$ cat src/rtl/instr_fetch_unit_pkg.sv
// rtl/instr_fetch_unit_pkg.sv - shared types and constants for the instruction fetch unit
//
// Purpose: common FSM encoding, FIFO entry layout, datapath width and the
// default reset PC used by instr_fetch_unit and fetch_fifo2.
package instr_fetch_unit_pkg;

  localparam int XLEN = 32;
  localparam logic [XLEN-1:0] RESET_PC_DEFAULT = 32'h0000_0000;

  typedef enum logic [1:0] {
    IDLE = 2'd0,  // no request outstanding
    REQ  = 2'd1,  // request outstanding, response will be buffered
    DROP = 2'd2   // request outstanding, response belongs to a squashed path
  } fetch_state_e;

  typedef struct packed {
    logic [XLEN-1:0] instr;
    logic [XLEN-1:0] pc;
  } fetch_entry_t;

  // Clear the byte offset so redirects always land on a word boundary.
  function automatic logic [XLEN-1:0] align_word(input logic [XLEN-1:0] addr);
    return addr & ~{{(XLEN-2){1'b0}}, 2'b11};
  endfunction

endpackage

$ cat src/rtl/instr_fetch_unit_fifo2.sv
// rtl/instr_fetch_unit_fifo2.sv - two-entry {instr, pc} buffer between memory and decode
//
// Purpose: holds up to two fetched instructions so fetch can run ahead of a
// stalled decode stage.
// Ports:
//   clk, rst  - clock, asynchronous active-high reset
//   push      - write din at the tail this cycle
//   pop       - remove the head entry this cycle
//   flush     - discard all entries (wins over push/pop)
//   din       - entry to write
//   dout      - head entry (meaningful only when count != 0)
//   count     - number of valid entries, 0..2
module fetch_fifo2
  import instr_fetch_unit_pkg::*;
(
  input  logic         clk,
  input  logic         rst,
  input  logic         push,
  input  logic         pop,
  input  logic         flush,
  input  fetch_entry_t din,
  output fetch_entry_t dout,
  output logic [1:0]   count
);

  fetch_entry_t mem_q [2];
  logic         rd_ptr_q;
  logic         wr_ptr_q;
  logic [1:0]   count_q;
  logic         do_push;
  logic         do_pop;

  // Guard against overflow/underflow; a full buffer still accepts a push
  // when the head leaves in the same cycle.
  assign do_pop  = pop & (count_q != 2'd0);
  assign do_push = push & ((count_q != 2'd2) | do_pop);

  always_ff @(posedge clk or posedge rst) begin
    if (rst) begin
      mem_q[0] <= '0;
      mem_q[1] <= '0;
      rd_ptr_q <= 1'b0;
      wr_ptr_q <= 1'b0;
      count_q  <= 2'd0;
    end else if (flush) begin
      rd_ptr_q <= 1'b0;
      wr_ptr_q <= 1'b0;
      count_q  <= 2'd0;
    end else begin
      if (do_push) begin
        mem_q[wr_ptr_q] <= din;
        wr_ptr_q        <= ~wr_ptr_q;
      end
      if (do_pop) begin
        rd_ptr_q <= ~rd_ptr_q;
      end
      case ({do_push, do_pop})
        2'b10:   count_q <= count_q + 2'd1;
        2'b01:   count_q <= count_q - 2'd1;
        default: count_q <= count_q;
      endcase
    end
  end

  assign dout  = mem_q[rd_ptr_q];
  assign count = count_q;

endmodule

$ cat src/rtl/instr_fetch_unit.sv
// rtl/instr_fetch_unit.sv - instruction fetch with 2-deep prefetch buffer and redirect handling
//
// Purpose: issues word fetches to instruction memory, buffers responses in a
// two-entry FIFO and presents the head to the F/D pipeline register. Taken
// branches/jumps from Execute flush the buffer and restart fetch at the target.
// Ports:
//   clk, rst    - clock, asynchronous active-high reset
//   StallF      - downstream does not accept the head entry this cycle
//   PCSrcE      - redirect request from Execute
//   PCTargetE   - redirect target (low two bits ignored)
//   ImemReq     - memory request, held until ImemAck
//   ImemAddr    - request address, stable while ImemReq=1
//   ImemAck     - memory response valid
//   ImemRdata   - instruction word, valid with ImemAck
//   InstrF      - head instruction (0 when no valid head)
//   PCF         - head instruction address (0 when no valid head)
//   PCPlus4F    - PCF + 4
//   FetchValid  - head entry valid; 0 is a bubble
module instr_fetch_unit
  import instr_fetch_unit_pkg::*;
#(
  parameter logic [XLEN-1:0] RESET_PC = RESET_PC_DEFAULT
) (
  input  logic            clk,
  input  logic            rst,
  input  logic            StallF,
  input  logic            PCSrcE,
  input  logic [XLEN-1:0] PCTargetE,
  output logic            ImemReq,
  output logic [XLEN-1:0] ImemAddr,
  input  logic            ImemAck,
  input  logic [XLEN-1:0] ImemRdata,
  output logic [XLEN-1:0] InstrF,
  output logic [XLEN-1:0] PCF,
  output logic [XLEN-1:0] PCPlus4F,
  output logic            FetchValid
);

  fetch_state_e    state_q;
  logic [XLEN-1:0] pc_q;
  logic [XLEN-1:0] req_addr_q;

  fetch_entry_t    push_entry;
  fetch_entry_t    head;
  logic [1:0]      count;
  logic            consume;
  logic            push;
  logic            pop;
  logic [1:0]      count_after_pop;
  logic [1:0]      count_after_push;
  logic [XLEN-1:0] target;
  logic [XLEN-1:0] next_req_addr;

  assign target        = align_word(PCTargetE);
  assign next_req_addr = req_addr_q + 32'd4;

  assign FetchValid = (count != 2'd0);
  assign consume    = FetchValid & ~StallF;

  // A redirect squashes everything: no pop, no push, buffer flushed.
  assign pop  = consume & ~PCSrcE;
  assign push = (state_q == REQ) & ImemAck & ~PCSrcE;

  assign count_after_pop  = count - {1'b0, pop};
  assign count_after_push = count_after_pop + {1'b0, push};

  assign push_entry.instr = ImemRdata;
  assign push_entry.pc    = req_addr_q;

  fetch_fifo2 u_fifo (
    .clk   (clk),
    .rst   (rst),
    .push  (push),
    .pop   (pop),
    .flush (PCSrcE),
    .din   (push_entry),
    .dout  (head),
    .count (count)
  );

  always_ff @(posedge clk or posedge rst) begin
    if (rst) begin
      state_q    <= IDLE;
      pc_q       <= RESET_PC;
      req_addr_q <= RESET_PC;
    end else begin
      case (state_q)
        IDLE: begin
          if (PCSrcE) begin
            state_q    <= REQ;
            pc_q       <= target;
            req_addr_q <= target;
          end else if (count_after_pop < 2'd2) begin
            state_q    <= REQ;
            req_addr_q <= pc_q;
          end
        end
        REQ: begin
          if (ImemAck) begin
            if (PCSrcE) begin
              pc_q       <= target;
              req_addr_q <= target;
            end else begin
              pc_q <= next_req_addr;
              // Keep issuing back-to-back only while there is room for the
              // response; otherwise wait in IDLE for the head to drain.
              if (count_after_push < 2'd2) begin
                req_addr_q <= next_req_addr;
              end else begin
                state_q <= IDLE;
              end
            end
          end else if (PCSrcE) begin
            // The bus request cannot be withdrawn; let it finish and drop it.
            state_q <= DROP;
            pc_q    <= target;
          end
        end
        DROP: begin
          if (PCSrcE) begin
            pc_q <= target;
          end
          if (ImemAck) begin
            state_q    <= REQ;
            req_addr_q <= PCSrcE ? target : pc_q;
          end
        end
        default: begin
          state_q <= IDLE;
        end
      endcase
    end
  end

  assign ImemReq  = (state_q != IDLE);
  assign ImemAddr = req_addr_q;

  assign InstrF   = FetchValid ? head.instr : '0;
  assign PCF      = FetchValid ? head.pc : '0;
  assign PCPlus4F = PCF + 32'd4;

endmodule

$ cat config.mk
export PLATFORM = sky130hd
export DESIGN_NAME = instr_fetch_unit
export DESIGN_NICKNAME = d
export VERILOG_FILES = /design/src/rtl/instr_fetch_unit_pkg.sv /design/src/rtl/instr_fetch_unit_fifo2.sv /design/src/rtl/instr_fetch_unit.sv
export SDC_FILE = /design/constraint.sdc
export NUM_CORES = 1
export LEC_CHECK = 0
export ABC_AREA = 0
export CAP_MARGIN = 5
export CORE_ASPECT_RATIO = 2
export CORE_MARGIN = 4
export CORE_UTILIZATION = 25
export CTS_CLUSTER_DIAMETER = 150
export CTS_CLUSTER_SIZE = 16
export DETAILED_ROUTE_END_ITERATION = 16
export HOLD_SLACK_MARGIN = 0.1
export PLACE_DENSITY = 0.55
export SYNTH_ARGS = -nofsm -noshare
export SYNTH_HDL_FRONTEND = slang
export SYNTH_SLANG_ARGS = --single-unit
$ cat constraint.sdc
create_clock -name clk -period 10 [get_ports clk]
set_clock_uncertainty 0.2 [all_clocks]
set_input_delay 1.5 -clock clk [delete_from_list [all_inputs] [get_ports clk]]
set_output_delay 1.5 -clock clk [all_outputs]
set_load 0.03 [all_outputs]
Yosys cells after proc, flatten, opt, wreduce, memory -nomap -nowiden

Index checks and enable logic that the tools add are counted.

Logic and storage cells: 92
Output and inout port bits: 130
Register bits: 198
Input port bits: 69

Add/sub/neg operators: 6
Bitwise logic cells: 13
Muxes and demuxes: 33
Reductions and logical operators: 13
Magnitude comparators: 5
Eq/ne operators: 12

Operators by type and width:

| kind                    | count |
|---|---|
| $mux W32                | 11 |
| $mux W64                | 4 |
| $bwmux W128             | 1 |
| $pmux W32 S3            | 1 |
| $add A32 B3 Y32 const B | 2 |
| $demux W64 S1           | 1 |
| $pmux W32 S2            | 1 |
| $mux W2                 | 8 |
| $ne A3 B3 Y1 const B    | 4 |
| $reduce_and A5 Y1       | 2 |
| $reduce_bool A2 Y1      | 5 |
| $and A1 B1 Y1           | 6 |
| $ne A2 B2 Y1 const B    | 3 |
| $pmux W2 S3             | 1 |
| $reduce_bool A3 Y1      | 2 |
| $eq A2 B1 Y1 const B    | 2 |
| $eq A2 B2 Y1 const B    | 2 |
| $ge A2 B2 Y1 const B    | 2 |
| $lt A2 B2 Y1 const B    | 2 |
| $mux W1                 | 4 |
| $not A1 Y1              | 4 |
| $not A1 Y2              | 2 |
| $pmux W2 S2             | 1 |
| $ne A3 B2 Y1 const B    | 1 |
| other kinds (10)        | 10 |

Longest topological paths before layout

Depth in word-level cells: 10
Mapped depth: 15
Gate-level depth less buffers: 9

Hierarchy

Synthesis repeated with hierarchy kept, for this count alone.

Cells, all modules: 1047
Area, all modules: 11175.7 µm²

By module, submodules not included:

| module           | times used | sequential area each (µm²) | area an instance (µm²) | cells each |
|---|---|---|---|---|
| fetch_fifo2      | 1          | 3303.2                     | 5916.9                 | 366 |
| instr_fetch_unit | 1          | 1651.6                     | 5258.8                 | 681 |

Worst setup path before layout

No wires, ideal clock.

Path kind: register to output
Start: register u_fifo.rd_ptr_q
End: output port PCPlus4F[28]
Arrival: 3.105 ns
Path buffers: 4
Stages on the path, launching flop included: 12
Setup slack: 5.195 ns
Required time: 8.300 ns
Cells stage by stage: dfrtp_1 buf_6 buf_12 buf_4 buf_4 mux2i_1 nor2_1 ha_1 nand4_1 nor3_2 nand4_1 xnor2_1

Word-level cells in the longest chain between the ends: 6

Ends and longest elaborated chain:

| item                                        | RTL line                     | source |
|---|---|---|
| start: declaration                          | instr_fetch_unit_fifo2.sv:27 | `logic rd_ptr_q;` |
| start signal: assignment                    | instr_fetch_unit_fifo2.sv:55 | `rd_ptr_q <= ~rd_ptr_q;` |
| $not A1 Y2 (implied by the code)            | instr_fetch_unit_fifo2.sv:65 | `assign dout = mem_q[rd_ptr_q];` |
| $mux W64 (implied by the code) (3 in a row) | instr_fetch_unit_fifo2.sv:65 |  |
| $mux W32                                    | instr_fetch_unit.sv:139      | `assign PCF = FetchValid ? head.pc : '0;` |
| named net PCF[2]                            | instr_fetch_unit.sv:34       | `output logic [XLEN-1:0] PCF,` |
| $add A32 B3 Y32                             | instr_fetch_unit.sv:140      | `assign PCPlus4F = PCF + 32'd4;` |
| end: declaration                            | instr_fetch_unit.sv:35       | `output logic [XLEN-1:0] PCPlus4F,` |

The timed path passes the listed nets, and every way through them passes these cells. The select of a mux whose other input is x is not followed.

Worst setup path in the final report

Start: register u_fifo.rd_ptr_q
End: output port PCPlus4F[25]

Word-level cells in the longest chain between the ends: 6

Ends and longest elaborated chain:

| item                                        | RTL line |
|---|---|
| $not A1 Y2 (implied by the code)            | instr_fetch_unit_fifo2.sv:65 |
| $mux W64 (implied by the code) (3 in a row) | instr_fetch_unit_fifo2.sv:65 |
| $mux W32                                    | instr_fetch_unit.sv:139 |
| $add A32 B3 Y32                             | instr_fetch_unit.sv:140 |

No other way between the ends. The select of a mux whose other input is x is not followed.

==> summary.md <==
| Metric | Value |
|---|---|
| Latest clock arrival within the worst-skew pair | about 0.45 ns |
| Total die area | between 40000 and 50000 sq um |
| Met2 track demand over resource | between 20% and 30% |
| Floorplan core area | 41900 sq um |
| # rows | between 100 and 150 |
| Antenna viol nets, final | 0 |
| Destination of the worst hold path | u_fifo.mem_q[31] |
| Netlist area before placement | 10600 sq um |
| Final nets | 1247 |
| Tot GR Track Use | between 10 and 15% |
| Die outline width | 154 um |
| Iter 0 DRT Violations | 429 |
| Dominant cell by count in the synthesized netlist | dfrtp_1 |
| Worst voltage drop across the vdd grid | between 0.0001 and 0.00015 V |
| DRC violations left | 0 |
| Final-report setup violation count | 0 |
| Proportion of layout cells with a drive suffix above 1 | around 16% |
| EDFF count, synth | 0 |
| FF-to-FF setup slack | about 6.0 ns |
| Final slew viol count | 0 |
| Mean instance size in the synthesized netlist | 10.4 sq um |
| Vias per Instance | a little under 5 |
| Worst path arrival time | 4.69 ns |
| Predominant post-synthesis flop cell | dfrtp_1 |
| Number of buffers inserted during clock tree synthesis | 17 |
| Wire per inst | 19.6 um |
| Post-route total power | about 3.6 mW |
| Maximum achievable frequency | approximately 0.16 GHz |
| Sink Count | roughly 200 |
| Setup repair bufs after CTS | 0 |
| Total I/O pin count | approximately 200 |
| Setup repair after global routing missed its margin | false |
| Startpoint types | flip-flop |
| Area added between synthesis and finish | 28.1% |
| Hold buffer count at CTS | 0 |
| Normalized max-slew margin | a little under a third |
| Synthesized netlist cell count | roughly 1000 |
| Final critical delay including setup and external delays | ~6.4 ns |
| Yosys warning count | 0 |
| Count of instances resized after the clock tree is built | 0 |
| Crit Reg-Reg Endpoint | u_fifo.mem_q[64] |
| Final hold viol count | 0 |
| Result of the run | finished clean |
| Number of input and output port buffers inserted | slightly below 200 |
| Pin slew with the least headroom to its limit | between 1 and 1.5 ns |
| Seq cells post-synth | slightly below 200 |
| Clock tree from TritonCTS | built |
| Initial core utilization | 25.4% |
| Count of unique library cells instantiated by Yosys | 69 |
| Leakage power of the design | 5.30 nW |
| Fraction of the yosys area taken by sequential cells | a little under half |
| Max-cap violations | 0 |
| Part of the cycle the worst path needs | 63.9% |
| First-pass iteration count of the detailed router | 5 |
| Root Buffer Master | clkbuf_16 |
| Chip Height | about 300 um |
| Via count of the first global-routing pass | between 8000 and 9000 |
| Number of cell instances on the worst register-to-register path | 10 |
| Worst endpoint required time | between 8 and 9 ns |
| Async S/R FF share, synth | 100% |
| Number of cells on the worst hold path | 2 |
| GR Util met1 | 15.9% |
| Sort of element at the end of the critical path | output port |
| Worst hold-check path type | reg -> reg |
| Total power density per cell area | around 260 nW/um^2 |
| Synth area leader | dfrtp_1 |
| Maximum clock path buffer count | 2 |
| Origin of the worst min-delay path | u_fifo.mem_q[31] |
| Start of the worst register-to-register path | state_q[0] |
| Share of Yosys cell area claimed by the top area cell type | a little under half |
| HPWL after detailed placement | 24.5 mm |
| Global route overflow | 0 |
| Pin count of the biggest net entering global routing | 139 |
| Cell types with the largest area share after synthesis | dfrtp_1, mux2_2, mux2i_1 |
| Clock transition time at the flip-flop clock pins of the worst setup and hold paths | roughly 0.070 ns |
| Total wire length | 33.9 mm |
| Vias | 8578 |
| Depth of the CTS H-tree | 4 |
| Critical path fanouts, max | 59 |
| Syn Nets | 1090 |
| First-pass GRT wire length | approximately 53 mm |
| Commonest cells in the netlist | dfrtp_1, mux2_2, nor2_1, mux2i_1, o21ai_0 |
| Last weighted congestion value of the routability-driven placer | between 0.8 and 0.9 |
| Number of diodes added for antenna fixing | 0 |
| Total Negative Setup Slacks | 0 ns |
| Initial antenna violation count | 0 |
| Crit Path Class | reg -> out |
| Global-route met3 utilization | under 10% |
| Top Usage Layer GRT | met2 |
-- cell type report --
cell class | instances | area [sq um]
Fill cell | 4311 | 28300
Multi-Input combinational cell | 728 | 5230
Sequential cell | 198 | 4960
Timing Repair Buffer | 210 | 2060
Tap cell | 540 | 676
Clock buffer | 18 | 439
Clock inverter | 14 | 161
Inverter | 20 | 82.6
-- per-stage QoR --
stage	instances	utilization (%)	area (sq um)	setup WS, ns	hold WS (ns)
after floorplan	1018	-	10600	2.90	0.250
after global placement	1696	31.0	13000	3.99	0.263
after detailed placement	1696	31.0	13000	3.99	0.271
after CTS	1728	32.5	13600	3.45	0.288
after global routing	1728	32.5	13600	3.19	0.311
final	1728	32.5	13600	3.61	0.283
-- cell usage in the layout, fill, tap and decap left out, types with 8 or more instances in the layout --
cell,count
dfrtp_1,197
clkdlybuf4s50_1,195
mux2_2,120
nor2_1,114
o21ai_0,64
mux2i_1,64
nand2_1,56
a21oi_1,43
xnor2_1,43
nand3_1,25
and3_1,22
inv_1,17
o22ai_1,17
clkbuf_16,17
xor2_1,15
buf_4,14
nand4_1,11
a22oi_1,10
nor3_1,10
and4_1,9
a211oi_1,8
-- metal layers --
metal	routed length, um	up-vias
li1	-	3944
met1	12700	4304
met2	18200	272
met3	1570	58
met4	1460	0
met5	0	-
-- critical path, cell delays in order, from the launching register on --
cell and delay (ns):
dfrtp_4 0.66, buf_4 0.79, mux2i_1 0.31, nor3_1 0.53, nand2_1 0.34, nor4_1 0.63, xnor2_1 0.18, clkdlybuf4s50_1 0.72
-- cells by family (layout without fill, tap and decap cells) --
family | after synthesis | in the layout | synth area share, %
adders and majority gates | 4 | 4 | 0.459
AOI/OAI and AO/OA | 192 | 192 | 11.3
muxes | 188 | 188 | 19.2
DFF | 198 | 198 | 46.6
buffers and inverters | 92 | 262 | 4.33
xor gates and xnor gates | 58 | 58 | 4.78
and+or+nand+nor | 286 | 286 | 13.3
-- flip-flops by register name (all words and copies together), names as in the netlist --
register,cells
ImemAddr,32
u_fifo.rd_ptr_q,1
pc_q,32
u_fifo.wr_ptr_q,1
state_q,2
u_fifo.count,2
u_fifo.mem_q,128
-- worst max path at each step --
stage	start	to	slack, ns	cells after the start
floorplan	rst	ImemAddr[0]	2.90	1
global placement	u_fifo.rd_ptr_q	PCPlus4F[28]	3.99	9
detailed placement	u_fifo.rd_ptr_q	PCPlus4F[28]	3.99	9
CTS	u_fifo.rd_ptr_q	PCPlus4F[28]	3.45	9
global route	u_fifo.rd_ptr_q	PCPlus4F[28]	3.19	9
finish	u_fifo.rd_ptr_q	PCPlus4F[25]	3.61	7
-- power breakdown --
group	total, mW	switching, mW	internal, mW
sequential	1.45	0.316	1.13
combinational	1.43	0.774	0.655
clock	0.713	0.331	0.382
(Power assumes the default switching activity.)
